## src/rtl/qk_score_scheduler_pkg.sv

```systemverilog
`default_nettype none
// ============================================================================
// Module      : qk_sched_pkg
// Description : Shared types and helpers for the QK score scheduler.
// Revision    : 1.0 - initial release
// ============================================================================
package qk_sched_pkg;

    typedef enum logic [2:0] {
        IDLE  = 3'd0,
        ISSUE = 3'd1,
        WAIT  = 3'd2,
        EMIT  = 3'd3,
        FIN   = 3'd4
    } state_e;

    localparam int DEFAULT_DW = 4;
    localparam int SW         = 2 * DEFAULT_DW;

    function automatic int idx_w(input int n);
        return (n > 1) ? $clog2(n) : 1;
    endfunction

    function automatic int score_w(input int dw);
        return 2 * dw;
    endfunction

    // Most negative signed value of a sw-bit score; used as the masked value.
    function automatic logic [63:0] mask_min(input int sw);
        return 64'(1) << (sw - 1);
    endfunction

endpackage
`default_nettype wire

```

## src/rtl/qk_score_scheduler_if.sv

```systemverilog
`default_nettype none
// ============================================================================
// Module      : qk_sched_if
// Description : Command, engine and score-stream bundle of the scheduler.
// Revision    : 1.0 - initial release
// ============================================================================
interface qk_sched_if
    import qk_sched_pkg::*;
#(
    parameter int NUM_HEADS = 2,
    parameter int Q_ROWS    = 3,
    parameter int SEQ_LEN   = 3,
    parameter int DW        = 4
);
    localparam int HW  = idx_w(NUM_HEADS);
    localparam int RW  = idx_w(Q_ROWS);
    localparam int SCW = score_w(DW);

    logic                   cmd_valid;
    logic                   cmd_ready;
    logic [RW:0]            cmd_rows;
    logic                   cmd_causal;
    logic                   abort;
    logic                   eng_start;
    logic [HW-1:0]          eng_head;
    logic [RW-1:0]          eng_row;
    logic                   eng_done;
    logic [SEQ_LEN*SCW-1:0] eng_score;
    logic                   out_valid;
    logic                   out_ready;
    logic [HW-1:0]          out_head;
    logic [RW-1:0]          out_row;
    logic [SEQ_LEN*SCW-1:0] out_score;
    logic                   busy;
    logic                   done;
    logic                   err_timeout;

    modport slave (
        input  cmd_valid, cmd_rows, cmd_causal, abort, eng_done, eng_score, out_ready,
        output cmd_ready, eng_start, eng_head, eng_row, out_valid, out_head, out_row,
               out_score, busy, done, err_timeout
    );

    modport master (
        output cmd_valid, cmd_rows, cmd_causal, abort, eng_done, eng_score, out_ready,
        input  cmd_ready, eng_start, eng_head, eng_row, out_valid, out_head, out_row,
               out_score, busy, done, err_timeout
    );

endinterface
`default_nettype wire

```

## src/rtl/qk_score_scheduler_mask.sv

```systemverilog
`default_nettype none
// ============================================================================
// Module      : qk_causal_mask
// Description : Replaces scores at key positions beyond the query row.
// Revision    : 1.0 - initial release
// ============================================================================
module qk_causal_mask
    import qk_sched_pkg::*;
#(
    parameter int SEQ_LEN = 3,
    parameter int SCW     = 8,
    parameter int RW      = 2
) (
    input  wire logic [SEQ_LEN*SCW-1:0] eng_score,
    input  wire logic [RW-1:0]          r,
    input  wire logic                   causal,
    output logic      [SEQ_LEN*SCW-1:0] masked
);
    localparam logic [SCW-1:0] MASK_VAL = SCW'(mask_min(SCW));

    for (genvar k = 0; k < SEQ_LEN; k++) begin : g_elem
        assign masked[k*SCW +: SCW] = (causal && (32'(k) > 32'(r))) ?
                                      MASK_VAL : eng_score[k*SCW +: SCW];
    end

endmodule
`default_nettype wire

```

## src/rtl/qk_score_scheduler.sv

```systemverilog
`default_nettype none
// ============================================================================
// Module      : qk_score_scheduler
// Description : Walks one qk_matmul engine over all (head, row) pairs.
// Revision    : 1.0 - initial release
// ============================================================================
module qk_score_scheduler
    import qk_sched_pkg::*;
#(
    parameter int NUM_HEADS = 2,
    parameter int Q_ROWS    = 3,
    parameter int SEQ_LEN   = 3,
    parameter int DW        = 4,
    parameter int TIMEOUT   = 64
) (
    input  wire logic  clk,
    input  wire logic  rst_n,
    qk_sched_if.slave  bus
);
    localparam int HW  = idx_w(NUM_HEADS);
    localparam int RW  = idx_w(Q_ROWS);
    localparam int RW1 = RW + 1;
    localparam int SCW = score_w(DW);
    localparam int CW  = idx_w(TIMEOUT);

    state_e                 state_q, state_d;
    logic [HW-1:0]          h_q, h_d;
    logic [RW-1:0]          r_q, r_d;
    logic [RW:0]            rows_q, rows_d;
    logic                   causal_q, causal_d;
    logic [CW-1:0]          wait_q, wait_d;
    logic [SEQ_LEN*SCW-1:0] score_q, score_d;
    logic                   err_q, err_d;
    logic                   eng_start_q, eng_start_d;
    logic                   out_valid_q, out_valid_d;
    logic                   done_q, done_d;
    logic                   busy_q, busy_d;
    logic                   cmd_ready_q, cmd_ready_d;
    logic [SEQ_LEN*SCW-1:0] masked;
    logic                   last_row;

    qk_causal_mask #(
        .SEQ_LEN (SEQ_LEN),
        .SCW     (SCW),
        .RW      (RW)
    ) u_mask (
        .eng_score (bus.eng_score),
        .r         (r_q),
        .causal    (causal_q),
        .masked    (masked)
    );

    assign last_row = (({1'b0, r_q} + RW1'(1)) >= rows_q);

    always_comb begin
        state_d  = state_q;
        h_d      = h_q;
        r_d      = r_q;
        rows_d   = rows_q;
        causal_d = causal_q;
        wait_d   = wait_q;
        score_d  = score_q;
        err_d    = err_q;
        case (state_q)
            IDLE: begin
                if (bus.cmd_valid && cmd_ready_q) begin
                    if (bus.cmd_rows == '0)
                        rows_d = RW1'(1);
                    else if (bus.cmd_rows > RW1'(Q_ROWS))
                        rows_d = RW1'(Q_ROWS);
                    else
                        rows_d = bus.cmd_rows;
                    causal_d = bus.cmd_causal;
                    h_d      = '0;
                    r_d      = '0;
                    err_d    = 1'b0;
                    state_d  = ISSUE;
                end
            end
            ISSUE: begin
                wait_d  = '0;
                state_d = WAIT;
            end
            WAIT: begin
                if (bus.eng_done) begin
                    score_d = masked;
                    state_d = EMIT;
                end else if (wait_q == CW'(TIMEOUT - 1)) begin
                    err_d   = 1'b1;
                    state_d = IDLE;
                end else begin
                    wait_d = wait_q + CW'(1);
                end
            end
            EMIT: begin
                if (bus.out_ready) begin
                    if (!last_row) begin
                        r_d     = r_q + RW'(1);
                        state_d = ISSUE;
                    end else begin
                        r_d = '0;
                        if (h_q == HW'(NUM_HEADS - 1)) begin
                            state_d = FIN;
                        end else begin
                            h_d     = h_q + HW'(1);
                            state_d = ISSUE;
                        end
                    end
                end
            end
            FIN:     state_d = IDLE;
            default: state_d = IDLE;
        endcase

        // Abort wins over everything, including a timeout in the same cycle.
        if (bus.abort) begin
            state_d = IDLE;
            err_d   = err_q;
        end

        eng_start_d = (state_d == ISSUE);
        out_valid_d = (state_d == EMIT);
        done_d      = (state_d == FIN);
        busy_d      = (state_d != IDLE);
        cmd_ready_d = (state_d == IDLE);
    end

    always_ff @(posedge clk or negedge rst_n) begin
        if (!rst_n) begin
            state_q     <= IDLE;
            h_q         <= '0;
            r_q         <= '0;
            rows_q      <= '0;
            causal_q    <= 1'b0;
            wait_q      <= '0;
            score_q     <= '0;
            err_q       <= 1'b0;
            eng_start_q <= 1'b0;
            out_valid_q <= 1'b0;
            done_q      <= 1'b0;
            busy_q      <= 1'b0;
            cmd_ready_q <= 1'b1;
        end else begin
            state_q     <= state_d;
            h_q         <= h_d;
            r_q         <= r_d;
            rows_q      <= rows_d;
            causal_q    <= causal_d;
            wait_q      <= wait_d;
            score_q     <= score_d;
            err_q       <= err_d;
            eng_start_q <= eng_start_d;
            out_valid_q <= out_valid_d;
            done_q      <= done_d;
            busy_q      <= busy_d;
            cmd_ready_q <= cmd_ready_d;
        end
    end

    assign bus.cmd_ready   = cmd_ready_q;
    assign bus.eng_start   = eng_start_q;
    assign bus.eng_head    = h_q;
    assign bus.eng_row     = r_q;
    assign bus.out_valid   = out_valid_q;
    assign bus.out_head    = h_q;
    assign bus.out_row     = r_q;
    assign bus.out_score   = score_q;
    assign bus.busy        = busy_q;
    assign bus.done        = done_q;
    assign bus.err_timeout = err_q;

endmodule
`default_nettype wire
```

## src/flat_wrapper.sv

```systemverilog
// flat-port wrapper written by rule: the top's interface ports become plain ports
module qk_score_scheduler_flat import qk_sched_pkg::*;
#(
    parameter int NUM_HEADS = 2,
    parameter int Q_ROWS    = 3,
    parameter int SEQ_LEN   = 3,
    parameter int DW        = 4,
    parameter int TIMEOUT   = 64
)
  (clk, rst_n, bus_cmd_valid, bus_cmd_rows, bus_cmd_causal, bus_abort, bus_eng_done, bus_eng_score, bus_out_ready, bus_cmd_ready, bus_eng_start, bus_eng_head, bus_eng_row, bus_out_valid, bus_out_head, bus_out_row, bus_out_score, bus_busy, bus_done, bus_err_timeout);
  qk_sched_if #(.NUM_HEADS(NUM_HEADS), .Q_ROWS(Q_ROWS), .SEQ_LEN(SEQ_LEN), .DW(DW)) bus_i ();
  input  wire logic clk;
  input  wire logic rst_n;
  input wire logic [$bits(bus_i.cmd_valid)-1:0] bus_cmd_valid;
  input wire logic [$bits(bus_i.cmd_rows)-1:0] bus_cmd_rows;
  input wire logic [$bits(bus_i.cmd_causal)-1:0] bus_cmd_causal;
  input wire logic [$bits(bus_i.abort)-1:0] bus_abort;
  input wire logic [$bits(bus_i.eng_done)-1:0] bus_eng_done;
  input wire logic [$bits(bus_i.eng_score)-1:0] bus_eng_score;
  input wire logic [$bits(bus_i.out_ready)-1:0] bus_out_ready;
  output wire logic [$bits(bus_i.cmd_ready)-1:0] bus_cmd_ready;
  output wire logic [$bits(bus_i.eng_start)-1:0] bus_eng_start;
  output wire logic [$bits(bus_i.eng_head)-1:0] bus_eng_head;
  output wire logic [$bits(bus_i.eng_row)-1:0] bus_eng_row;
  output wire logic [$bits(bus_i.out_valid)-1:0] bus_out_valid;
  output wire logic [$bits(bus_i.out_head)-1:0] bus_out_head;
  output wire logic [$bits(bus_i.out_row)-1:0] bus_out_row;
  output wire logic [$bits(bus_i.out_score)-1:0] bus_out_score;
  output wire logic [$bits(bus_i.busy)-1:0] bus_busy;
  output wire logic [$bits(bus_i.done)-1:0] bus_done;
  output wire logic [$bits(bus_i.err_timeout)-1:0] bus_err_timeout;
  assign bus_i.cmd_valid = bus_cmd_valid;
  assign bus_i.cmd_rows = bus_cmd_rows;
  assign bus_i.cmd_causal = bus_cmd_causal;
  assign bus_i.abort = bus_abort;
  assign bus_i.eng_done = bus_eng_done;
  assign bus_i.eng_score = bus_eng_score;
  assign bus_i.out_ready = bus_out_ready;
  assign bus_cmd_ready = bus_i.cmd_ready;
  assign bus_eng_start = bus_i.eng_start;
  assign bus_eng_head = bus_i.eng_head;
  assign bus_eng_row = bus_i.eng_row;
  assign bus_out_valid = bus_i.out_valid;
  assign bus_out_head = bus_i.out_head;
  assign bus_out_row = bus_i.out_row;
  assign bus_out_score = bus_i.out_score;
  assign bus_busy = bus_i.busy;
  assign bus_done = bus_i.done;
  assign bus_err_timeout = bus_i.err_timeout;
  qk_score_scheduler #(.NUM_HEADS(NUM_HEADS), .Q_ROWS(Q_ROWS), .SEQ_LEN(SEQ_LEN), .DW(DW), .TIMEOUT(TIMEOUT)) u_core (.clk(clk), .rst_n(rst_n), .bus(bus_i));
endmodule
```

## config.mk

```make
export PLATFORM = sky130hd
export DESIGN_NAME = qk_score_scheduler_flat
export DESIGN_NICKNAME = d
export VERILOG_FILES = /design/src/rtl/qk_score_scheduler_pkg.sv /design/src/rtl/qk_score_scheduler_if.sv /design/src/rtl/qk_score_scheduler_mask.sv /design/src/rtl/qk_score_scheduler.sv /design/src/flat_wrapper.sv
export SDC_FILE = /design/constraint.sdc
export NUM_CORES = 1
export LEC_CHECK = 0
export CORE_MARGIN = 2
export CORE_UTILIZATION = 41
export CTS_CLUSTER_SIZE = 14
export DETAILED_ROUTE_END_ITERATION = 8
export PLACE_DENSITY = 0.72
export SYNTH_ARGS = -nofsm -noshare
export SYNTH_HDL_FRONTEND = slang
export SYNTH_SLANG_ARGS = --single-unit
```

## constraint.sdc

```tcl
create_clock -name clk -period 2.2 [get_ports clk]
set_input_delay 0.22 -clock clk [delete_from_list [all_inputs] [get_ports clk]]
set_output_delay 0.22 -clock clk [all_outputs]
set_load 0.1 [all_outputs]
```

Yosys cells after proc, flatten, opt, wreduce, memory -nomap -nowiden
Index checks and enable logic that the tools add are counted.

Register bits after elaboration: 46. Output and inout bits: 36. Logic and storage cells: 78. Input bits: 34.

Reductions and logical operators: 16. Eq/ne operators: 13. Muxes and demuxes: 27. Add/subtract/negate cells: 4. Magnitude comparators: 4. Bitwise operators: 1.

Operators with widths (count): two-way mux 3 bit (9); two-way mux 8 bit (2); two-way mux 6 bit (2); case mux 3 bit (4 select lines) (1); case mux 6 bit (2 select lines) (1); == test 3 x 2 -> 1 bit (second input constant) (3); zero test 3 bit (3); adder 6 x 1 -> 6 bit (second input constant) (1); == test 3 x 1 -> 1 bit (second input constant) (2); == test 6 bit (second input constant) (1); two-way mux 1 bit (6); two-way mux 2 bit (3); inequality test 2 x 1 -> 1 bit (second input constant) (3); inequality test 2 bit (second input constant) (3); AND reduction 3 bit (2); nonzero test 2 bit (3); AND reduction 5 bit (1); case mux 1 bit (2 select lines) (2); case mux 2 bit (2 select lines) (1); AND reduction 2 bit (2); AND reduction 4 bit (1); adder 2 x 1 -> 3 bit (second input constant) (1); == test 3 bit (second input constant) (1); >= comparator 3 bit (1); other kinds (8) (10).

Logic depth before layout (Yosys ltp)
Depth after elaboration: 7. Mapped depth: 8.

By module
From an unflattened synthesis, not the netlist that was laid out.

Cells, all modules: 190. Area total of the unflattened synthesis: 2353.5 um^2.

By module, submodules not included: qk_score_scheduler (seq. area each 1152.4 um^2, times used 1, cells an instance 164, area an instance 2168.3 um^2); qk_causal_mask (seq. area each 0.0 um^2, times used 1, cells an instance 26, area an instance 185.2 um^2).

Worst setup path after synthesis
Ideal clock, no wire load.

Path kind: reg-to-reg. From: register u_core.r_q[0], in the netlist u_core.bus.eng_row[0]. To: register u_core.busy_q, in the netlist u_core.bus.busy. Cell stages (with the launch flop): 9. Data required time: 2076 ps. Arrival time: 2697 ps. Path slack: -621 ps. Setup time: 124 ps. Cells stage by stage: dfrtp_1 -> inv_1 -> ha_1 -> ha_1 -> nand2_1 -> o21ai_0 -> a21o_1 -> a311oi_2 -> or2_1.

Longest elaborated chain between the ends: 7.

RTL lines: start: declaration (line qk_score_scheduler.sv:28) `logic [RW-1:0] r_q, r_d;`; start signal: assignment (line qk_score_scheduler.sv:146) `r_q <= r_d;`; adder 2 x 1 -> 3 bit (line qk_score_scheduler.sv:53) `assign last_row = (({1'b0, r_q} + RW1'(1)) >= rows_q);`; >= comparator 3 bit (line qk_score_scheduler.sv:53); two-way mux 3 bit (line qk_score_scheduler.sv:97) `if (!last_row) begin`; two-way mux 3 bit (line qk_score_scheduler.sv:96) `if (bus.out_ready) begin`; case mux 3 bit (4 select lines) (line qk_score_scheduler.sv:64) `case (state_q)`; two-way mux 3 bit (line qk_score_scheduler.sv:116) `if (bus.abort) begin`; named net u_core.state_d[0] (line qk_score_scheduler.sv:26) `state_e state_q, state_d;`; nonzero test 3 bit (line qk_score_scheduler.sv:124) `busy_d = (state_d != IDLE);`; named net u_core.busy_d (line qk_score_scheduler.sv:37) `logic busy_q, busy_d;`; end signal: assignment (line qk_score_scheduler.sv:155) `busy_q <= busy_d;`; end: declaration (line qk_score_scheduler.sv:37).

The timed path passes the listed nets, and every way through them passes these cells. A chain may end at the register's enable or synchronous reset.

Final worst setup path
Ends and elaborated chain as after synthesis.

==> impl_metrics.tcl <==
set metrics [dict create \
    finalHoldViolCount 0 \
    synth_area_leaders "dfrtp_1 (54%), nand2_1 (5.0%), ha_1 (4.2%), o21ai_0 (3.8%), mux2_1 (3.8%)" \
    drc 0 \
    cts_tree "done" \
    setup.worst_path.class "flip-flop to flip-flop" \
    dp_slack_ps 98.48 \
    r2r_end "u_core.bus.busy$_DFF_PN0_" \
    synth_cell_types 44 \
    status "completed" \
    tightestPinTransition_ps 816.0 \
    arrival_ps 2280 \
    antenna_found_initial 0 \
    vias_per_cell 4.891 \
    hold_slack_ps 13.31 \
    post_drt_wl_per_cell_um 14.06 \
    hold_path.class "primary input to async pin" \
    fp.dieArea_um2 5674 \
    cts_buffers 5 \
    cts_max_path_buffers 2 \
    io_buffers 69 \
    antenna_cells 0 \
    synth_top_area_frac 0.5399 \
    synth_edf_count 0 \
    grt_max_degree 38 \
    slew_headroom 0.4560 \
    layout_setup_ws_ps 103.4 \
    ys_async_sr_fraction 1.000 \
    insertion_delay_ps 300 \
    ys_ff_latch 46 \
    gr-usage-met3 0.04894 \
    synth_fp_nets 228 \
    initial_core_util 0.4330 \
    clkSlewWorstSetupHoldPaths_ps 80 \
    r2r-start "u_core.bus.eng_row[0]$_DFFE_PN0P_" \
    drv_cap 0 \
    max_freq_mhz 477.0 \
    netlist_area_um2 2086 \
    die_w_um 75.33 \
    yosysSeqAreaShare 0.5525 \
    placed_area_um2 2783 \
    syn2layout_area_growth_pct 38.99 \
    fp.coreArea_um2 4817 \
    utilization 0.6018 \
    final_nets 303 \
    grt_usage 0.1749 \
    first_pass_iters 4 \
    dp_hpwl_um 3514 \
    chipHeight_um 75.33 \
    synth_warnings 0 \
    crit_path_end_kind "flip-flop" \
    met2_usage 0.2725 \
    cts_resized 0 \
    io_pins 70 \
    top_usage_layer "met2" \
    rsz0062_at_grt "true" \
    gp_congestion 0.7951 \
    crit_fanout 7 \
    setup_viol 0 \
    synth_cells 187 \
    syn_avg_cell_area_um2 11.15 \
    first_iter_violations 61 \
    synth-main-ff-cell "dfrtp_1" \
    grt_overflow_total 0 \
    cts_sinks 46 \
    drive_gt1_frac 0.2700 \
    yosys.area.top_type "dfrtp_1" \
    htree_levels 2 \
    finalInstanceArea_um2 2899 \
    ff2ff_path_depth 9 \
    num_rows 25 \
    vias 1614 \
    drv_slew 0 \
    cts_root_buf "clkbuf_8" \
    met1_usage 0.2380 \
    grt_first_pass_wirelength_um 7472 \
    layout_min_cycle_time_ps 2097 \
    skew_ps 6.602 \
    regToRegSetupSlack_ps 100 \
    critical_path_required_ps 2390 \
    drtAntennaViolNets 0 \
    wl_um 4640 \
    start_kind "flip-flop" \
    first_global_vias 1590 \
    fin_crit_sh 0.9530 \
]
==> layout make-up <==
cell class / count / area (µm²)
Clock buffer: 5 / 68.82
Sequential cell: 46 / 1160
Inverter: 9 / 33.78
Multi-Input combinational cell: 123 / 844.6
Fill cell: 442 / 1918
Timing Repair Buffer: 77 / 668.1
Clock inverter: 3 / 40.04
Tap cell: 67 / 83.83
==> per-stage QoR <==
step           cells  TNS (ps)
2_1_floorplan    187         0
6_report         330         0
3_3_place_gp     321         0
3_5_place_dp     321         0
5_1_grt          330    -28.00
4_1_cts          329         0
==> sequential cells by signal, indices dropped and copies added, names as in the netlist <==
| name | cells |
|---|---|
| u_core.bus.eng_row | 2 |
| u_core.bus.busy | 1 |
| u_core.bus.out_valid | 1 |
| u_core.bus.done | 1 |
| u_core.bus.out_score | 24 |
| u_core.bus.cmd_ready | 1 |
| u_core.causal_q | 1 |
| u_core.state_q | 3 |
| u_core.bus.eng_head | 1 |
| u_core.bus.eng_start | 1 |
| u_core.bus.err_timeout | 1 |
| u_core.wait_q | 6 |
| u_core.rows_q | 3 |
==> cells in the final DEF, fill, tap and decap left out, drive strengths merged, types with 5 or more instances in the layout <==
cell,count
clkbuf,5
clkdlybuf4s50,32
inv,9
ha,7
nand3,7
a22o,7
dfrtp,45
a21oi,6
mux2,8
nand2,28
nor2,11
buf,45
o21ai,18
==> synthesized netlist by cell type, types with 3 or more instances <==
master / instances
a21oi_1: 5
a22o_1: 7
buf_4: 3
dfrtp_1: 45
ha_1: 7
inv_1: 8
mux2_1: 7
nand2_1: 28
nand3_1: 7
nor2_1: 10
o21ai_0: 16
xnor2_1: 3
==> worst max-delay path, cell delays in order, from the launching register on <==
cell and delay (ps):
dfrtp_4 520, inv_2 70, ha_1 240, ha_1 280, nand2_1 50, o21ai_2 180
a21o_1 160, a311oi_2 100, buf_4 170, or2_1 210
==> how the worst max path moves through the flow <==
stage,startpoint,endpoint,cells past startpoint
global route,u_core.bus.eng_row[0]$_DFFE_PN0P_,u_core.bus.busy$_DFF_PN0_,9
detailed placement,u_core.bus.eng_row[0]$_DFFE_PN0P_,u_core.bus.eng_start$_DFF_PN0_,7
CTS,u_core.bus.eng_row[0]$_DFFE_PN0P_,u_core.bus.eng_start$_DFF_PN0_,7
global placement,u_core.bus.eng_row[0]$_DFFE_PN0P_,u_core.bus.eng_start$_DFF_PN0_,7
floorplan,u_core.bus.eng_row[0]$_DFFE_PN0P_,u_core.bus.eng_start$_DFF_PN0_,7
finish,u_core.bus.eng_row[0]$_DFFE_PN0P_,u_core.bus.busy$_DFF_PN0_,9
==> what timing repair did <==
action                     in CTS  in global routing
hold buffers                    0                  0
setup endpoints to repair       0                  1
buffers inserted                0                  1
==> per-layer routing <==
metal | part of all wire | wire length [µm] | vias to the layer above
met5 | 0 | 0 | -
li1 | - | - | 802
met4 | 0.012 | 54 | 0
met2 | 0.42 | 1967 | 59
met3 | 0.080 | 372 | 7
met1 | 0.48 | 2245 | 746
==> logic make-up after synthesis <==
kind of cell	count (synthesis)	share of synthesized area
flip-flops	46	0.5525
multiplexers	9	0.04799
adder cells (fa/ha/maj)	7	0.04199
AND/OR/NAND/NOR	63	0.1620
XOR/XNOR	3	0.01260
buffers and inverters	18	0.04439
AO/OA/AOI/OAI	41	0.1386
Power is left out: the tool's default activity adds up to more than one toggle a clock period on the data nets, which glitch-free logic cannot reach.
